File: src/rtl/wb_host_arbiter.sv
// Two-master Wishbone arbiter: management (m0) and debug (m1) masters share one
// slave port with round-robin tie-break, single-beat transfers and a no-ack timeout.
module wb_host_arbiter #(
    parameter int unsigned TIMEOUT  = 255,
    parameter logic [31:0] ERR_DATA = 32'hDEADBEEF
) (
    input  logic        wb_clk_i,
    input  logic        wb_rst_i,
    input  logic        m0_cyc_i,
    input  logic        m0_stb_i,
    input  logic        m0_we_i,
    input  logic [31:0] m0_adr_i,
    input  logic [31:0] m0_dat_i,
    input  logic [3:0]  m0_sel_i,
    output logic [31:0] m0_dat_o,
    output logic        m0_ack_o,
    input  logic        m1_cyc_i,
    input  logic        m1_stb_i,
    input  logic        m1_we_i,
    input  logic [31:0] m1_adr_i,
    input  logic [31:0] m1_dat_i,
    input  logic [3:0]  m1_sel_i,
    output logic [31:0] m1_dat_o,
    output logic        m1_ack_o,
    output logic        s_cyc_o,
    output logic        s_stb_o,
    output logic        s_we_o,
    output logic [31:0] s_adr_o,
    output logic [31:0] s_dat_o,
    output logic [3:0]  s_sel_o,
    input  logic [31:0] s_dat_i,
    input  logic        s_ack_i,
    output logic [1:0]  grant_o,
    output logic        timeout_o
);
    typedef enum logic [1:0] {IDLE = 2'd0, GNT0 = 2'd1, GNT1 = 2'd2} state_t;

    state_t      state, state_nxt;
    logic        last_gnt, last_gnt_nxt;
    logic [9:0]  tmo_cnt, tmo_cnt_nxt;

    logic        req0, req1, sel_m1, tmo_hit;
    logic        cur_cyc, cur_stb, cur_we;
    logic [31:0] cur_adr, cur_dat;
    logic [3:0]  cur_sel;
    logic        mst_ack;
    logic [31:0] mst_dat;

    assign req0    = m0_cyc_i & m0_stb_i;
    assign req1    = m1_cyc_i & m1_stb_i;
    assign sel_m1  = (state == GNT1);
    assign tmo_hit = (tmo_cnt == 10'(TIMEOUT - 1));

    assign cur_cyc = sel_m1 ? m1_cyc_i : m0_cyc_i;
    assign cur_stb = sel_m1 ? m1_stb_i : m0_stb_i;
    assign cur_we  = sel_m1 ? m1_we_i  : m0_we_i;
    assign cur_adr = sel_m1 ? m1_adr_i : m0_adr_i;
    assign cur_dat = sel_m1 ? m1_dat_i : m0_dat_i;
    assign cur_sel = sel_m1 ? m1_sel_i : m0_sel_i;

    always_ff @(posedge wb_clk_i) begin
        if (wb_rst_i) begin
            state    <= IDLE;
            last_gnt <= 1'b1;
            tmo_cnt  <= '0;
        end else begin
            state    <= state_nxt;
            last_gnt <= last_gnt_nxt;
            tmo_cnt  <= tmo_cnt_nxt;
        end
    end

    // Outputs are decoded as IDLE while reset is high so an in-flight grant
    // is silenced in the reset cycle itself, not one cycle later.
    always_comb begin
        state_nxt    = state;
        last_gnt_nxt = last_gnt;
        tmo_cnt_nxt  = '0;
        s_cyc_o      = 1'b0;
        s_stb_o      = 1'b0;
        s_we_o       = 1'b0;
        s_adr_o      = '0;
        s_dat_o      = '0;
        s_sel_o      = '0;
        grant_o      = 2'b00;
        timeout_o    = 1'b0;
        mst_ack      = 1'b0;
        mst_dat      = '0;
        unique case (wb_rst_i ? IDLE : state)
            IDLE: begin
                if (req0 && req1) state_nxt = last_gnt ? GNT0 : GNT1;
                else if (req0)    state_nxt = GNT0;
                else if (req1)    state_nxt = GNT1;
            end
            GNT0, GNT1: begin
                grant_o = sel_m1 ? 2'b10 : 2'b01;
                s_cyc_o = cur_cyc;
                s_stb_o = cur_stb;
                s_we_o  = cur_we;
                s_adr_o = cur_adr;
                s_dat_o = cur_dat;
                s_sel_o = cur_sel;
                if (!cur_cyc) begin
                    // master abandoned the cycle: release without acking it
                    state_nxt    = IDLE;
                    last_gnt_nxt = sel_m1;
                end else if (s_ack_i) begin
                    mst_ack      = 1'b1;
                    mst_dat      = s_dat_i;
                    state_nxt    = IDLE;
                    last_gnt_nxt = sel_m1;
                end else if (tmo_hit) begin
                    s_cyc_o      = 1'b0;
                    s_stb_o      = 1'b0;
                    mst_ack      = 1'b1;
                    mst_dat      = ERR_DATA;
                    timeout_o    = 1'b1;
                    state_nxt    = IDLE;
                    last_gnt_nxt = sel_m1;
                end else begin
                    tmo_cnt_nxt = tmo_cnt + 10'd1;
                end
            end
            default: state_nxt = IDLE;
        endcase
    end

    assign m0_ack_o = mst_ack & ~sel_m1;
    assign m1_ack_o = mst_ack &  sel_m1;
    assign m0_dat_o = sel_m1 ? 32'h0 : mst_dat;
    assign m1_dat_o = sel_m1 ? mst_dat : 32'h0;
endmodule

File: config.mk
export PLATFORM = sky130hd
export DESIGN_NAME = wb_host_arbiter
export DESIGN_NICKNAME = d
export VERILOG_FILES = /design/src/rtl/wb_host_arbiter.sv
export SDC_FILE = /design/constraint.sdc
export NUM_CORES = 1
export LEC_CHECK = 0
export CORE_AREA = 2 2 124 126
export DETAILED_ROUTE_END_ITERATION = 16
export DIE_AREA = 0 0 126 128
export PLACE_DENSITY = 0.62
export SYNTH_ARGS = -nofsm -noshare
export SYNTH_HDL_FRONTEND = slang
export SYNTH_SLANG_ARGS = --single-unit
File: constraint.sdc
create_clock -name wb_clk_i -period 4.35 [get_ports wb_clk_i]
set_input_delay 0.87 -clock wb_clk_i [delete_from_list [all_inputs] [get_ports wb_clk_i]]
set_output_delay 0.87 -clock wb_clk_i [all_outputs]
set_load 0.1 [all_outputs]
==> flow_metrics.env <==
export IMPL_cp_end_kind="output port"
export IMPL_max_freq_mhz=249
export IMPL_htreeDepth=1
export IMPL_place_gp_congestion=0.854
export IMPL_min_path_type="flop to flop"
export IMPL_yosysWarnings=0
export IMPL_critPathTopFamily="buffers and inverters"
export IMPL_power_switching_mw=0.800
export IMPL_layout_nets=895
export IMPL_yosysUniqueCellTypes=36
export IMPL_start_kind="primary input"
export IMPL_crit_type="primary input to output port"
export IMPL_syn_area_per_cell_um2=5.50
export IMPL_first_global_vias=3591
export IMPL_routedWlPerCell_um=16.0
export IMPL_cp_max_fo=75
export IMPL_area_growth_pct=212
export IMPL_drtIter0Drc=194
export IMPL_multiInputGateArea_um2=1890
export IMPL_swShare_pct=52.6
export IMPL_routed_via_density=4.23
export IMPL_rsz0062_at_grt="no"
export IMPL_power_density_nw_per_um2=213
export IMPL_synthCells=417
export IMPL_synth_area_um2=2290
export IMPL_cts_hold_buf=0
export IMPL_root_buffer="clkbuf_16"
export IMPL_grt_max_degree=76
export IMPL_share_comb_of_total_power_pct=80.4
export IMPL_yosys_most_used_dff="dfxtp_1"
export IMPL_path_buf_inv=4
export IMPL_finalCritPeriodShare_pct=92.2
export IMPL_critPathMaxStageDelay_ps=470
export IMPL_r2r_end="tmo_cnt[2]"
export IMPL_min_period_ps=4010
export IMPL_hold_depth=1
export IMPL_rr_worst_depth=6
export IMPL_path_cells="clkdlybuf4s50_1 -> nand2b_1 -> ha_2 -> buf_12 -> a31oi_2 -> nor3_1 -> buf_4 -> and2_1 -> buf_12"
export IMPL_place_hpwl_um=11800
export IMPL_cts_tree="yes"
export IMPL_cts_buffers=3
export IMPL_synth_seq_cells=13
export IMPL_finalHoldViolCount=0
export IMPL_grt_usage_pct=16.8
export IMPL_status="finished clean"
export IMPL_cp_slowest_cell="clkdlybuf4s50_1"
export IMPL_min_from="tmo_cnt[0]"
export IMPL_diodes=0
export IMPL_synth_nets=597
export IMPL_peakVddDrop_mv=0.215
export IMPL_internal_power_mw=0.721
export IMPL_row_count=45
export IMPL_vias=3818
export IMPL_fin_ws_ps=339
export IMPL_yosysSeqAreaShare_pct=11.4
export IMPL_worst_pin_slew_ps=764
export IMPL_synth_edf_count=0
export IMPL_drc_errors=0
export IMPL_cts_resized=0
export IMPL_setup_viol=0
export IMPL_port_buffers=316
export IMPL_cap_viol_max_count=0
export IMPL_antenna_found_initial=0
export IMPL_postLayoutCellArea_um2=7150
export IMPL_power_leakage_nw=2.84
export IMPL_die_w_um=126
export IMPL_finalMaxSlewViolations=0
export IMPL_cp_required_ps=3480
export IMPL_coreArea_um2=14900
export IMPL_async_flop_share_pct=0
export IMPL_clkTransAtPathRegs_ps=40
export IMPL_worst_hold_slack_ps=492
export IMPL_fp_dieArea_um2=16100
export IMPL_critical_path_arrival_ps=3140
export IMPL_placed_area_um2=7080
export IMPL_postCtsSetupBuffers=0
export IMPL_initial_utilization_pct=15.4
export IMPL_clock_sinks=13
export IMPL_ant_nets=0
export IMPL_totalWireLength_um=14400
export IMPL_grt_pass1_wl_um=21600
export IMPL_ioPinCount=317
export IMPL_r2r_start="state[0]"
export IMPL_clk_insertion_delay_late_ps=240
export IMPL_r2r_setup_slack_ps=2080
export IMPL_seq_power_share_pct=8.3
export IMPL_slew_headroom_pct=49.1
export IMPL_power_mw=1.52
export IMPL_post_place_ws_ps=314
export IMPL_clockPowerShare_pct=11.3
export IMPL_drive_gt1_share_pct=22.8
export IMPL_finClkSkew_ps=4.61
export IMPL_seq_area_um2=260
export IMPL_n_fill_cell=1418
export IMPL_clk_path_buf_depth=2
export IMPL_cpMostUsedCell="buf_12"
export IMPL_die_h_um=128
export IMPL_drt_first_pass_iters=4
export IMPL_hold_end="tmo_cnt[0]"
export IMPL_grt_ovfl_total=0
[synthesized netlist by cell type, types with 2 or more instances]
master	instances	area, um2
a21boi_0	69	518
a21oi_1	2	10.0
and2_1	10	62.6
and3_1	8	50.1
buf_1	8	30.0
buf_2	6	30.0
buf_4	2	15.0
clkbuf_1	18	67.6
dfxtp_1	13	260
ha_1	3	37.5
inv_1	4	15.0
nand2_1	144	541
nand2b_1	4	25.0
nand3_1	4	20.0
nand4_1	2	12.5
nor2_1	89	334
nor3_1	3	15.0
nor4b_1	2	17.5
o32ai_1	2	17.5
or4_1	2	15.0
xnor2_1	7	61.3
[placed cells by master, fill, tap and decap left out, types with 7 or more instances in the layout]
cell type / Yosys / final
clkdlybuf4s50_1: 0 / 176
buf_12: 0 / 142
nor2_1: 89 / 89
and3_1: 8 / 8
and2_1: 10 / 10
a21boi_0: 69 / 60
a21boi_1: 0 / 9
buf_4: 2 / 9
nand2_1: 144 / 144
xnor2_1: 7 / 7
dfxtp_1: 13 / 13
[worst max path at each step]
| stage | cells past startpoint | from | to | slack [ps] |
|---|---|---|---|---|
| finish | 9 | wb_rst_i | m0_dat_o[8] | 340 |
| global route | 9 | wb_rst_i | m0_dat_o[8] | 170 |
| CTS | 9 | wb_rst_i | m0_dat_o[8] | 300 |
| detailed placement | 9 | wb_rst_i | m0_dat_o[8] | 310 |
| global placement | 9 | wb_rst_i | m0_dat_o[14] | 360 |
| floorplan | 5 | wb_rst_i | s_adr_o[0] | -590 |
[cells by family after synthesis]
family          count (synthesis)  synth area share [%]
mux                             2                 0.928
xor+xnor                        8                  3.06
compound gates                 78                  25.9
simple gates                  274                  50.1
fa+ha+maj                       3                  1.64
flops                          13                  11.4
buf+inv                        39                  7.04
[final cells by class]
cell class                      count  share of cell area (%)
Multi-Input combinational cell    365                    26.4
Clock buffer                        4                    1.10
Sequential cell                    13                    3.64
Timing Repair Buffer              327                    65.3
Tap cell                          188                    3.29
Inverter                            5                   0.262
[flip-flops by register name, summed over array words and instances (netlist names)]
register and flops:
state 2, last_gnt 1, tmo_cnt 10
[power groups by stage]
stage | sequential [mW] | clock, mW | combinational [mW]
after floorplan | 0.127 | 0 | 0.689
after global placement | 0.128 | 0 | 1.23
after detailed placement | 0.128 | 0 | 1.23
after CTS | 0.126 | 0.175 | 1.23
after global routing | 0.127 | 0.182 | 1.28
final | 0.126 | 0.172 | 1.22
[worst reg2reg max path, cell delays in order, from the launching register on]
cell	delay, ps
dfxtp_1	410
nand2b_1	110
ha_2	380
buf_12	270
a31oi_2	200
or4_1	650
nor2_1	180
[per-layer routing]
layer / track usage [%] / wire length [um] / part of all wire, %
met1: 21.2 / 5850 / 41
met2: 29.9 / 7400 / 51
met3: 3.38 / 934 / 6.5
met4: 2.78 / 244 / 1.7
met5: 0 / 0 / 0
[per-stage QoR]
step | TNS, ps | instances | utilization, %
6_report | 0 | 902 | 48.1
4_1_cts | 0 | 902 | 48.1
3_5_place_dp | 0 | 898 | 47.6
3_3_place_gp | 0 | 898 | 47.6
5_1_grt | 0 | 902 | 48.1
2_1_floorplan | -35490 | 417 | -
Note: power is estimated with default switching activity, not from simulation.
